===== src/rtl/type3_mac_pkg.sv =====
// rtl/type3_mac_pkg.sv - shared widths, types and sum helper for the type3_mac PE
`timescale 1ns/1ps
package type3_mac_pkg;

   localparam int ACT_W  = 8;
   localparam int WGT_W  = 8;
   localparam int PROD_W = 16;
   localparam int PSUM_W = 24;

   typedef logic [ACT_W-1:0]  act_t;
   typedef logic [WGT_W-1:0]  wgt_t;
   typedef logic [PROD_W-1:0] prod_t;
   typedef logic [PSUM_W-1:0] psum_t;

   // Unsigned accumulate; the 24-bit result wraps, no saturation.
   function automatic psum_t mac_sum(psum_t ps, prod_t prod, prod_t ep);
      return ps + psum_t'(prod) + psum_t'(ep);
   endfunction

endpackage


===== src/rtl/type3_mac_if.sv =====
// rtl/type3_mac_if.sv - data bus between a type3_mac PE and its neighbours
`timescale 1ns/1ps
interface type3_mac_if;
   import type3_mac_pkg::*;

   wgt_t  weight;
   act_t  activation;
   psum_t partial_sum_in;
   prod_t error_product_in;
   act_t  next_activation;
   psum_t partial_sum_out;
   prod_t error_product_out;
   logic  error_out;

   modport master (
      output weight, activation, partial_sum_in, error_product_in,
      input  next_activation, partial_sum_out, error_product_out, error_out
   );

   modport slave (
      input  weight, activation, partial_sum_in, error_product_in,
      output next_activation, partial_sum_out, error_product_out, error_out
   );

endinterface


===== src/rtl/type3_mac_razor_reg.sv =====
// rtl/type3_mac_razor_reg.sv - razor_reg: rising-edge main flop, falling-edge shadow flop, mismatch flag
`timescale 1ns/1ps
module razor_reg #(
   parameter int PSUM_W = type3_mac_pkg::PSUM_W
) (
   input  logic              clk,
   input  logic              rst_n,
   input  logic [PSUM_W-1:0] d,
   output logic [PSUM_W-1:0] main,
   output logic [PSUM_W-1:0] shadow,
   output logic              err
);

   // main sample taken at the rising edge
   always_ff @(posedge clk or negedge rst_n) begin
      if (!rst_n) main <= '0;
      else        main <= d;
   end

   // shadow sample half a cycle later catches late arrivals
   always_ff @(negedge clk or negedge rst_n) begin
      if (!rst_n) shadow <= '0;
      else        shadow <= d;
   end

   assign err = (main != shadow);

endmodule


===== src/rtl/type3_mac.sv =====
// rtl/type3_mac.sv - error-compensating MAC PE; TYPE3_MAC_ERR_DETECT_EN enables shadow detection and product deferral
`timescale 1ns/1ps
module type3_mac
   import type3_mac_pkg::*;
(
   input  logic       clk,
   input  logic       rst_n,
   type3_mac_if.slave bus
);

   wgt_t  w_r;
   act_t  a_r;
   prod_t ep_r;
   psum_t ps_r;
   prod_t product;

   assign product = prod_t'(w_r) * prod_t'(a_r);

   // stage 1: capture operands and forward the activation
   always_ff @(posedge clk or negedge rst_n) begin
      if (!rst_n) begin
         w_r                 <= '0;
         a_r                 <= '0;
         ep_r                <= '0;
         bus.next_activation <= '0;
      end else begin
         w_r                 <= bus.weight;
         a_r                 <= bus.activation;
         ep_r                <= bus.error_product_in;
         bus.next_activation <= bus.activation;
      end
   end

`ifdef TYPE3_MAC_ERR_DETECT_EN

   psum_t ps_sh;
   logic  err;

   razor_reg #(.PSUM_W(PSUM_W)) u_razor (
      .clk    (clk),
      .rst_n  (rst_n),
      .d      (bus.partial_sum_in),
      .main   (ps_r),
      .shadow (ps_sh),
      .err    (err)
   );

   // stage 2: accumulate, or on a late partial sum take the shadow value and defer our product
   always_ff @(posedge clk or negedge rst_n) begin
      if (!rst_n) begin
         bus.partial_sum_out   <= '0;
         bus.error_product_out <= '0;
         bus.error_out         <= 1'b0;
      end else if (err) begin
         bus.partial_sum_out   <= mac_sum(ps_sh, '0, ep_r);
         bus.error_product_out <= product;
         bus.error_out         <= 1'b1;
      end else begin
         bus.partial_sum_out   <= mac_sum(ps_r, product, ep_r);
         bus.error_product_out <= '0;
         bus.error_out         <= 1'b0;
      end
   end

`else

   // partial sum capture without a shadow sample
   always_ff @(posedge clk or negedge rst_n) begin
      if (!rst_n) ps_r <= '0;
      else        ps_r <= bus.partial_sum_in;
   end

   // stage 2: plain accumulate, upstream deferred product still absorbed
   always_ff @(posedge clk or negedge rst_n) begin
      if (!rst_n) bus.partial_sum_out <= '0;
      else        bus.partial_sum_out <= mac_sum(ps_r, product, ep_r);
   end

   assign bus.error_product_out = '0;
   assign bus.error_out         = 1'b0;

`endif

endmodule


===== src/flat_wrapper.sv =====
// flat-port wrapper written by rule: the top's interface ports become plain ports
module type3_mac_flat import type3_mac_pkg::*;
  (clk, rst_n, bus_weight, bus_activation, bus_partial_sum_in, bus_error_product_in, bus_next_activation, bus_partial_sum_out, bus_error_product_out, bus_error_out);
  type3_mac_if bus_i ();
  input  logic clk;
  input  logic rst_n;
  input wire logic [$bits(bus_i.weight)-1:0] bus_weight;
  input wire logic [$bits(bus_i.activation)-1:0] bus_activation;
  input wire logic [$bits(bus_i.partial_sum_in)-1:0] bus_partial_sum_in;
  input wire logic [$bits(bus_i.error_product_in)-1:0] bus_error_product_in;
  output wire logic [$bits(bus_i.next_activation)-1:0] bus_next_activation;
  output wire logic [$bits(bus_i.partial_sum_out)-1:0] bus_partial_sum_out;
  output wire logic [$bits(bus_i.error_product_out)-1:0] bus_error_product_out;
  output wire logic [$bits(bus_i.error_out)-1:0] bus_error_out;
  assign bus_i.weight = bus_weight;
  assign bus_i.activation = bus_activation;
  assign bus_i.partial_sum_in = bus_partial_sum_in;
  assign bus_i.error_product_in = bus_error_product_in;
  assign bus_next_activation = bus_i.next_activation;
  assign bus_partial_sum_out = bus_i.partial_sum_out;
  assign bus_error_product_out = bus_i.error_product_out;
  assign bus_error_out = bus_i.error_out;
  type3_mac u_core (.clk(clk), .rst_n(rst_n), .bus(bus_i));
endmodule

===== config.mk =====
export PLATFORM = sky130hd
export DESIGN_NAME = type3_mac_flat
export DESIGN_NICKNAME = d
export VERILOG_FILES = /design/src/rtl/type3_mac_pkg.sv /design/src/rtl/type3_mac_if.sv /design/src/rtl/type3_mac_razor_reg.sv /design/src/rtl/type3_mac.sv /design/src/flat_wrapper.sv
export SDC_FILE = /design/constraint.sdc
export NUM_CORES = 1
export LEC_CHECK = 0
export BUFFER_PORTS_ARGS = -buffer_cell sky130_fd_sc_hd__buf_2
export CAP_MARGIN = 20
export CORE_ASPECT_RATIO = 0.8
export CORE_UTILIZATION = 32
export CTS_BUF_LIST = sky130_fd_sc_hd__clkbuf_4
export DETAILED_ROUTE_END_ITERATION = 8
export MAX_ROUTING_LAYER = met4
export SETUP_SLACK_MARGIN = 0.4
export SYNTH_ARGS = -nofsm -noshare
export SYNTH_HDL_FRONTEND = slang
export SYNTH_SLANG_ARGS = --single-unit

===== constraint.sdc =====
create_clock -name clk -period 10.1 [get_ports clk]
set_input_delay 1.01 -clock clk [delete_from_list [all_inputs] [get_ports clk]]
set_output_delay 1.01 -clock clk [all_outputs]
set_load 0.03 [all_outputs]

==> impl_metrics.yaml, run 1 <==
floorplan:
  initial_utilization: 0.330
  io-pin-count: 107
  row_count: 42
  die-height_um: 119
  die-area_um2: 17700
  die_w_um: 149
  placeableCoreArea_um2: 16700
setup_path:
  timing_worst_setup_path_type: "reg2reg"
  timing.critical_path.slowest_stage_cell: "dfrtp_1"
  endpoint_kind: "flop"
  cell_chain_critical_path: "nand2_1 -> fa_1 -> inv_1 -> fa_1 -> fa_1 -> fa_1 -> inv_1 -> fa_1 -> inv_1 -> ha_1 -> a21oi_1 -> o21ai_0 -> or3b_1 -> o21ai_2 -> a21oi_1 -> xor2_1"
  critPathMaxStageDelay_ps: 590
  worst_ep_arrival_time_ps: 5540
  critPathLaunchType: "flop"
  timing.critical_path.fanout_max: 9
  worst_path_dominant_cell_family: "adder cells"
  buffers_plus_inverters_on_the_worst_setup_path: 3
  data_required_time_of_the_worst_path_ps: 10450
  timing.critical_path.mode_cell: "fa_1"
placement:
  final_replace_weighted_congestion: 0.907
  dpl_cell_area_um2: 6140
  placement.io_buffers: 89
  hpwlAfterDp_um: 8770
  pre_cts_slack_ps: 4920
  place.detailed.instances: 812
synthesis:
  yosys.area.top_type: "dfrtp_1"
  synth_async_sr_flop_share: 1.00
  synth.top_cells.by_area: "dfrtp_1, fa_1, ha_1"
  avgSynthCellArea_um2: 10.8
  yosysWarningCount: 0
  postSynth.topFlopCell: "dfrtp_1"
  postSynthCellCount: 508
  synth_seq_cells: 80
  number_of_synthesized_flops_with_an_enable_pin: 0
  synth_sequential_area_ratio: 0.364
  synth.top_cell.area_share: 0.364
  synth.cell_area_um2: 5500
  post_synth_num_cell_types: 36
detailed_routing:
  drt_wl_total_um: 10700
  dr.first_iter.drc_count: 109
  firstDrtPassIters: 4
  post_drt_via_cell_ratio: 4.30
  route.detailed.drc: 0
  antenna_violating_nets_post_route: 0
  dr_total_vias: 3567
  drt-wirelength-per-cell_um: 13.0
layout:
  finish.instance_area_um2: 6310
  layout.filler_cells: 1685
  drive_above_1_share: 0.182
  syn2layout_area_growth_pct: 14.6
  finish.cell_count_without_fillers: 830
  finalNetCount: 774
pwr:
  power_density_nw_per_um2: 272
  vdd_ir_drop_max_mv: 0.125
  netSwitchingFraction: 0.480
  static-leakage-power_nw: 3.42
  p_sw_w: 0.000823
  seq_power_share: 0.241
  clockPowerShare: 0.114
  internal_power_w: 0.000892
  power.total_w: 0.00171
  comb_power_share: 0.644
timing:
  setup_repair_after_global_routing_missed_its_margin: "no"
  max_clock_freq_mhz: 193
  worst_slack_ps: 4910
  final_hold_viol_count: 0
  drv_slew: 0
  setup_total_negative_slack_ps: 0
  timing.final.crit_share: 0.513
  final.setup_skew_ps: 16.8
  min_tclk_post_route_ps: 5190
  final-setup-viol-count: 0
clock_network:
  cts_setup_buffers: 0
  cts_tree: "built"
  cts_buffers: 9
  clock_tree.buffer_depth: 2
  clock_tree.root_cell: "clkbuf_4"
  insertion_delay_ps: 470
  cts.reportedPaths.clkPinSlew_ps: 130
  number_of_h_tree_levels: 3
  clkSinkCount: 80
  cts-resized-gates: 0
  hold_buffers: 0
flow_run:
  drv_cap: 0
grt:
  antenna_found_initial: 1
  pin_count_of_the_biggest_net_entering_global_routing: 81
  grt.overflow.total: 0
  grt_first_pass_wirelength_um: 17800
  vias_in_the_first_global_route: 3581
  globalRouteTotalUtil: 0.136
min_path:
  hp-class: "reg2reg"
outcome:
  status: "completed"
==> layer usage <==
layer,GRT usage,up-vias,share of wire
met5,-,-,0
met4,0.0290,0,0.0071
met3,0.0433,9,0.052
met2,0.188,98,0.44
met1,0.194,1757,0.50
li1,-,1703,-
==> metrics by stage <==
| step | util | hold slack (ps) |
|---|---|---|
| after floorplan | - | 420 |
| after global placement | 0.369 | 439 |
| after detailed placement | 0.369 | 429 |
| after CTS | 0.377 | 446 |
| after global routing | 0.379 | 432 |
| final | 0.379 | 443 |
==> worst register-to-register path: stages, from the launching register on <==
cell and delay (ps):
dfrtp_1 590, nand2_1 140, fa_1 560, inv_1 60, fa_1 500, fa_1 520, fa_1 540, inv_1 50
fa_1 500, inv_1 40, ha_1 350, a21oi_1 150, o21ai_0 180, or3b_1 440, o21ai_2 190, a21oi_1 110
xor2_1 150
==> power groups by stage <==
stage | registers, W | logic (W) | clock network (W)
2_1_floorplan | 0.000495 | 0.000792 | 0
3_3_place_gp | 0.000421 | 0.00110 | 0
3_5_place_dp | 0.000422 | 0.00112 | 0
4_1_cts | 0.000415 | 0.00112 | 0.000208
5_1_grt | 0.000420 | 0.00125 | 0.000224
6_report | 0.000414 | 0.00111 | 0.000196
==> final timing paths <==
check	from	to	slack, ps	cells after the start
max reg2reg	u_core.bus.next_activation[2]	u_core.bus.partial_sum_out[23]	4910	16
min in group asynchronous	rst_n	u_core.ep_r[6]	460	1
min	u_core.ps_r[23]	u_core.bus.partial_sum_out[23]	440	1
max	u_core.bus.next_activation[2]	u_core.bus.partial_sum_out[23]	4910	16
min reg2reg	u_core.ps_r[23]	u_core.bus.partial_sum_out[23]	440	1
max in group asynchronous	rst_n	u_core.ps_r[14]	9050	2
==> final cells by class <==
type / count / area (um^2) / area share
multi-input combinational: 301 / 2960 / 0.469
clock inverter: 7 / 71.3 / 0.0113
clock buffer: 9 / 67.6 / 0.0107
inverter: 122 / 458 / 0.0726
tap: 220 / 275 / 0.0436
antenna: 1 / 2.50 / 0.000397
sequential: 80 / 2000 / 0.317
timing repair buffer: 90 / 475 / 0.0754
==> placed cells by master (no fill, tap or decap), drive strengths merged, types with 2 or more instances in the layout <==
cell type,synthesis,routed
o21ai,12,12
a21o,10,10
fa,63,63
nand3,5,5
clkinv,0,3
ha,49,49
buf,18,90
a21oi,22,22
clkbuf,3,9
xor2,9,9
nor2,6,6
inv,122,123
nor4,2,2
conb,1,17
and2,36,36
dfrtp,80,80
nand2,42,42
a211oi,2,2
nand4,3,3
clkinvlp,0,2
xnor2,12,12
o31ai,2,2
==> flip-flops by register name, summed over array words and instances (netlist names) <==
register and count:
u_core.bus.next_activation 8, u_core.bus.partial_sum_out 24, u_core.ep_r 16, u_core.ps_r 24
u_core.w_r 8
==> Yosys cell counts, drive strengths merged, types with 2 or more instances <==
| library cell | count |
|---|---|
| buf | 18 |
| inv | 122 |
| and2 | 36 |
| a21oi | 22 |
| nand2 | 42 |
| xor2 | 9 |
| ha | 49 |
| o21ai | 12 |
| clkbuf | 3 |
| dfrtp | 80 |
| o31ai | 2 |
| nand3 | 5 |
| nor2 | 6 |
| a211oi | 2 |
| nor4 | 2 |
| xnor2 | 12 |
| fa | 63 |
| nand4 | 3 |
| a21o | 10 |
==> kinds of logic (layout without fill, tap and decap cells) <==
family	Yosys count	count (layout)	share of synthesized area
AO/OA/AOI/OAI	54	54	0.0643
XOR/XNOR	21	21	0.0334
adder cells (fa/ha/maj)	112	112	0.341
buffers and inverters	143	228	0.110
flip-flops	80	80	0.364
other	1	18	0.000681
AND/OR/NAND/NOR	97	97	0.0875
Note: power is estimated with default switching activity, not from simulation.
==> run 2, diff against run 1 <==
==> constraint.sdc (replaced) <==
create_clock -name clk -period 5.1 [get_ports clk]
set_input_delay 0.51 -clock clk [delete_from_list [all_inputs] [get_ports clk]]
set_output_delay 0.51 -clock clk [all_outputs]
set_load 0.03 [all_outputs]
==> impl_metrics.yaml, run 2 (same netlist as run 1, synthesis figures left out) <==
outcome:
  status: "completed"
clock_network:
  cts.reportedPaths.clkPinSlew_ps: 150
  number_of_h_tree_levels: 3
  clkSinkCount: 80
  insertion_delay_ps: 470
  clock_tree.buffer_depth: 2
  cts_buffers: 9
  clock_tree.root_cell: "clkbuf_4"
  cts_tree: "built"
grt:
  vias_in_the_first_global_route: 3676
  grt_first_pass_wirelength_um: 18200
  globalRouteTotalUtil: 0.139
  antenna_found_initial: 0
  pin_count_of_the_biggest_net_entering_global_routing: 81
  grt.overflow.total: 0
layout:
  mostFrequentLayoutCell: "inv_1"
  finalNetCount: 805
  drive_above_1_share: 0.334
  diodes: 0
  layout.cells.most_common_list: "inv_1, buf_2, dfrtp_1"
  finish.cell_count_without_fillers: 860
  syn2layout_area_growth_pct: 26.2
  registers_with_the_highest_flip_flop_counts: "u_core.bus.partial_sum_out x24, u_core.ps_r x24, u_core.ep_r x16"
timing:
  final_hold_viol_count: 0
  final.setup_skew_ps: 17.0
  max_clock_freq_mhz: 210
  timing.final.crit_share: 0.931
  min_tclk_post_route_ps: 4750
  worst_slack_ps: 349
  setup_repair_after_global_routing_missed_its_margin: "yes"
  final-setup-viol-count: 0
  setup_total_negative_slack_ps: 0
  drv_slew: 0
detailed_routing:
  drt-wirelength-per-cell_um: 13.2
  dr_total_vias: 3726
  route.detailed.drc: 0
  post_drt_via_cell_ratio: 4.33
  route.met2.wl_um: 5060
  wl_met1_um: 5540
  top_layer: "met4"
  met3_length_um: 632
  antenna_violating_nets_post_route: 0
  firstDrtPassIters: 4
  dr.first_iter.drc_count: 130
  drt_wl_total_um: 11400
setup_path:
  worst_ep_arrival_time_ps: 5120
  endpoint_kind: "flop"
  critPathMaxStageDelay_ps: 540
  r2r-end: "u_core.bus.partial_sum_out[21]"
  timing.critical_path.fanout_max: 4
  timing.critical_path.mode_cell: "fa_1"
  cell_chain_critical_path: "buf_6 -> and2_4 -> fa_1 -> fa_1 -> fa_1 -> fa_1 -> inv_1 -> fa_1 -> inv_2 -> ha_4 -> a21oi_4 -> o21ai_4 -> or3b_4 -> o21ai_4 -> a21oi_2 -> xor2_1"
  ff2ff_path_depth: 16
  timing.critical_path.slowest_stage_cell: "fa_1"
  r2r_slack_ps: 350
  timing_worst_setup_path_type: "reg2reg"
  r2r_start: "u_core.bus.next_activation[5]"
  data_required_time_of_the_worst_path_ps: 5470
  critPathLaunchType: "flop"
min_path:
  hp-class: "in2reg"
  min_from: "bus_activation[6]"
  hold-path-cell-count: 1
  worstHoldEndpoint: "u_core.bus.next_activation[6]"
pwr:
  power_density_nw_per_um2: 659
  static-leakage-power_nw: 3.62
  vdd_ir_drop_max_mv: 0.421
placement:
  hpwlAfterDp_um: 8480
  final_replace_weighted_congestion: 0.836
  place.detailed.instances: 813
  pre_cts_slack_ps: 79.4
  placement.io_buffers: 89
floorplan:
  die_w_um: 149
  initial_utilization: 0.330
  placeableCoreArea_um2: 16700
  io-pin-count: 107
  row_count: 42
  die-height_um: 119
  die-area_um2: 17700
flow_run:
  drv_cap: 0
run 2: cell count changes in the layout (fill, tap and decap cells not counted), sizes merged:
cell and change:
inv +2, dlygate4sd3 +1, buf +30, clkinv -1
clkinvlp -1, diode -1
run 2: where the power goes:
group | internal [W] | total (W) | leakage (nW) | switching [W]
combinational | 0.00151 | 0.00336 | 2.63 | 0.00185
clock | 0.000154 | 0.000400 | 0.0773 | 0.000246
sequential | 0.000768 | 0.000819 | 0.916 | 0.0000504
run 2: layout make-up:
cell class                 count  area (um^2)
multi-input combinational    301         3310
inverter                     122          458
timing repair buffer         121          733
clock inverter                 7         77.6
clock buffer                   9         67.6
sequential                    80         2020
tap                          220          275
fill                        1635         9710
run 2: worst max-delay path: cells and delay by family (launching register included):
family	cells	cell delay (ps)
AOI/OAI and AO/OA	4	560
xor gates and xnor gates	1	160
adders and majority gates	6	2680
buffers and inverters	3	230
DFF	1	480
and+or+nand+nor	2	540
run 2: what timing repair did:
item	CTS	global route
gates resized for setup	52	37
hold endpoints to repair	0	28
setup endpoints to repair	13	15
hold buffers	0	1
pin swaps	48	33
setup buffers	24	5
run 2: how the worst max path moves through the flow:
stage,startpoint,end,depth (start not counted)
finish,u_core.bus.next_activation[5],u_core.bus.partial_sum_out[21],16
global route,u_core.bus.next_activation[3],u_core.bus.partial_sum_out[21],17
CTS,u_core.bus.next_activation[5],u_core.bus.partial_sum_out[21],16
detailed placement,u_core.w_r[6],u_core.bus.partial_sum_out[16],16
global placement,u_core.w_r[2],u_core.bus.partial_sum_out[16],16
floorplan,u_core.bus.next_activation[2],u_core.bus.partial_sum_out[21],16
run 2: metal layers:
layer	up-vias	GRT usage
li1	1768	-
met1	1843	0.198
met2	101	0.193
met3	14	0.0368
met4	0	0.0387
met5	-	-
run 2: metrics by stage:
step / hold slack, ps / area, um^2 / total power [W] / util
final: 125 / 6950 / 0.00458 / 0.417
after global routing: 66.2 / 6950 / 0.00497 / 0.417
after CTS: 68.0 / 6690 / 0.00413 / 0.402
after detailed placement: 440 / 6180 / 0.00309 / 0.371
after global placement: 434 / 6180 / 0.00308 / 0.371
after floorplan: 214 / 5590 / 0.00260 / -
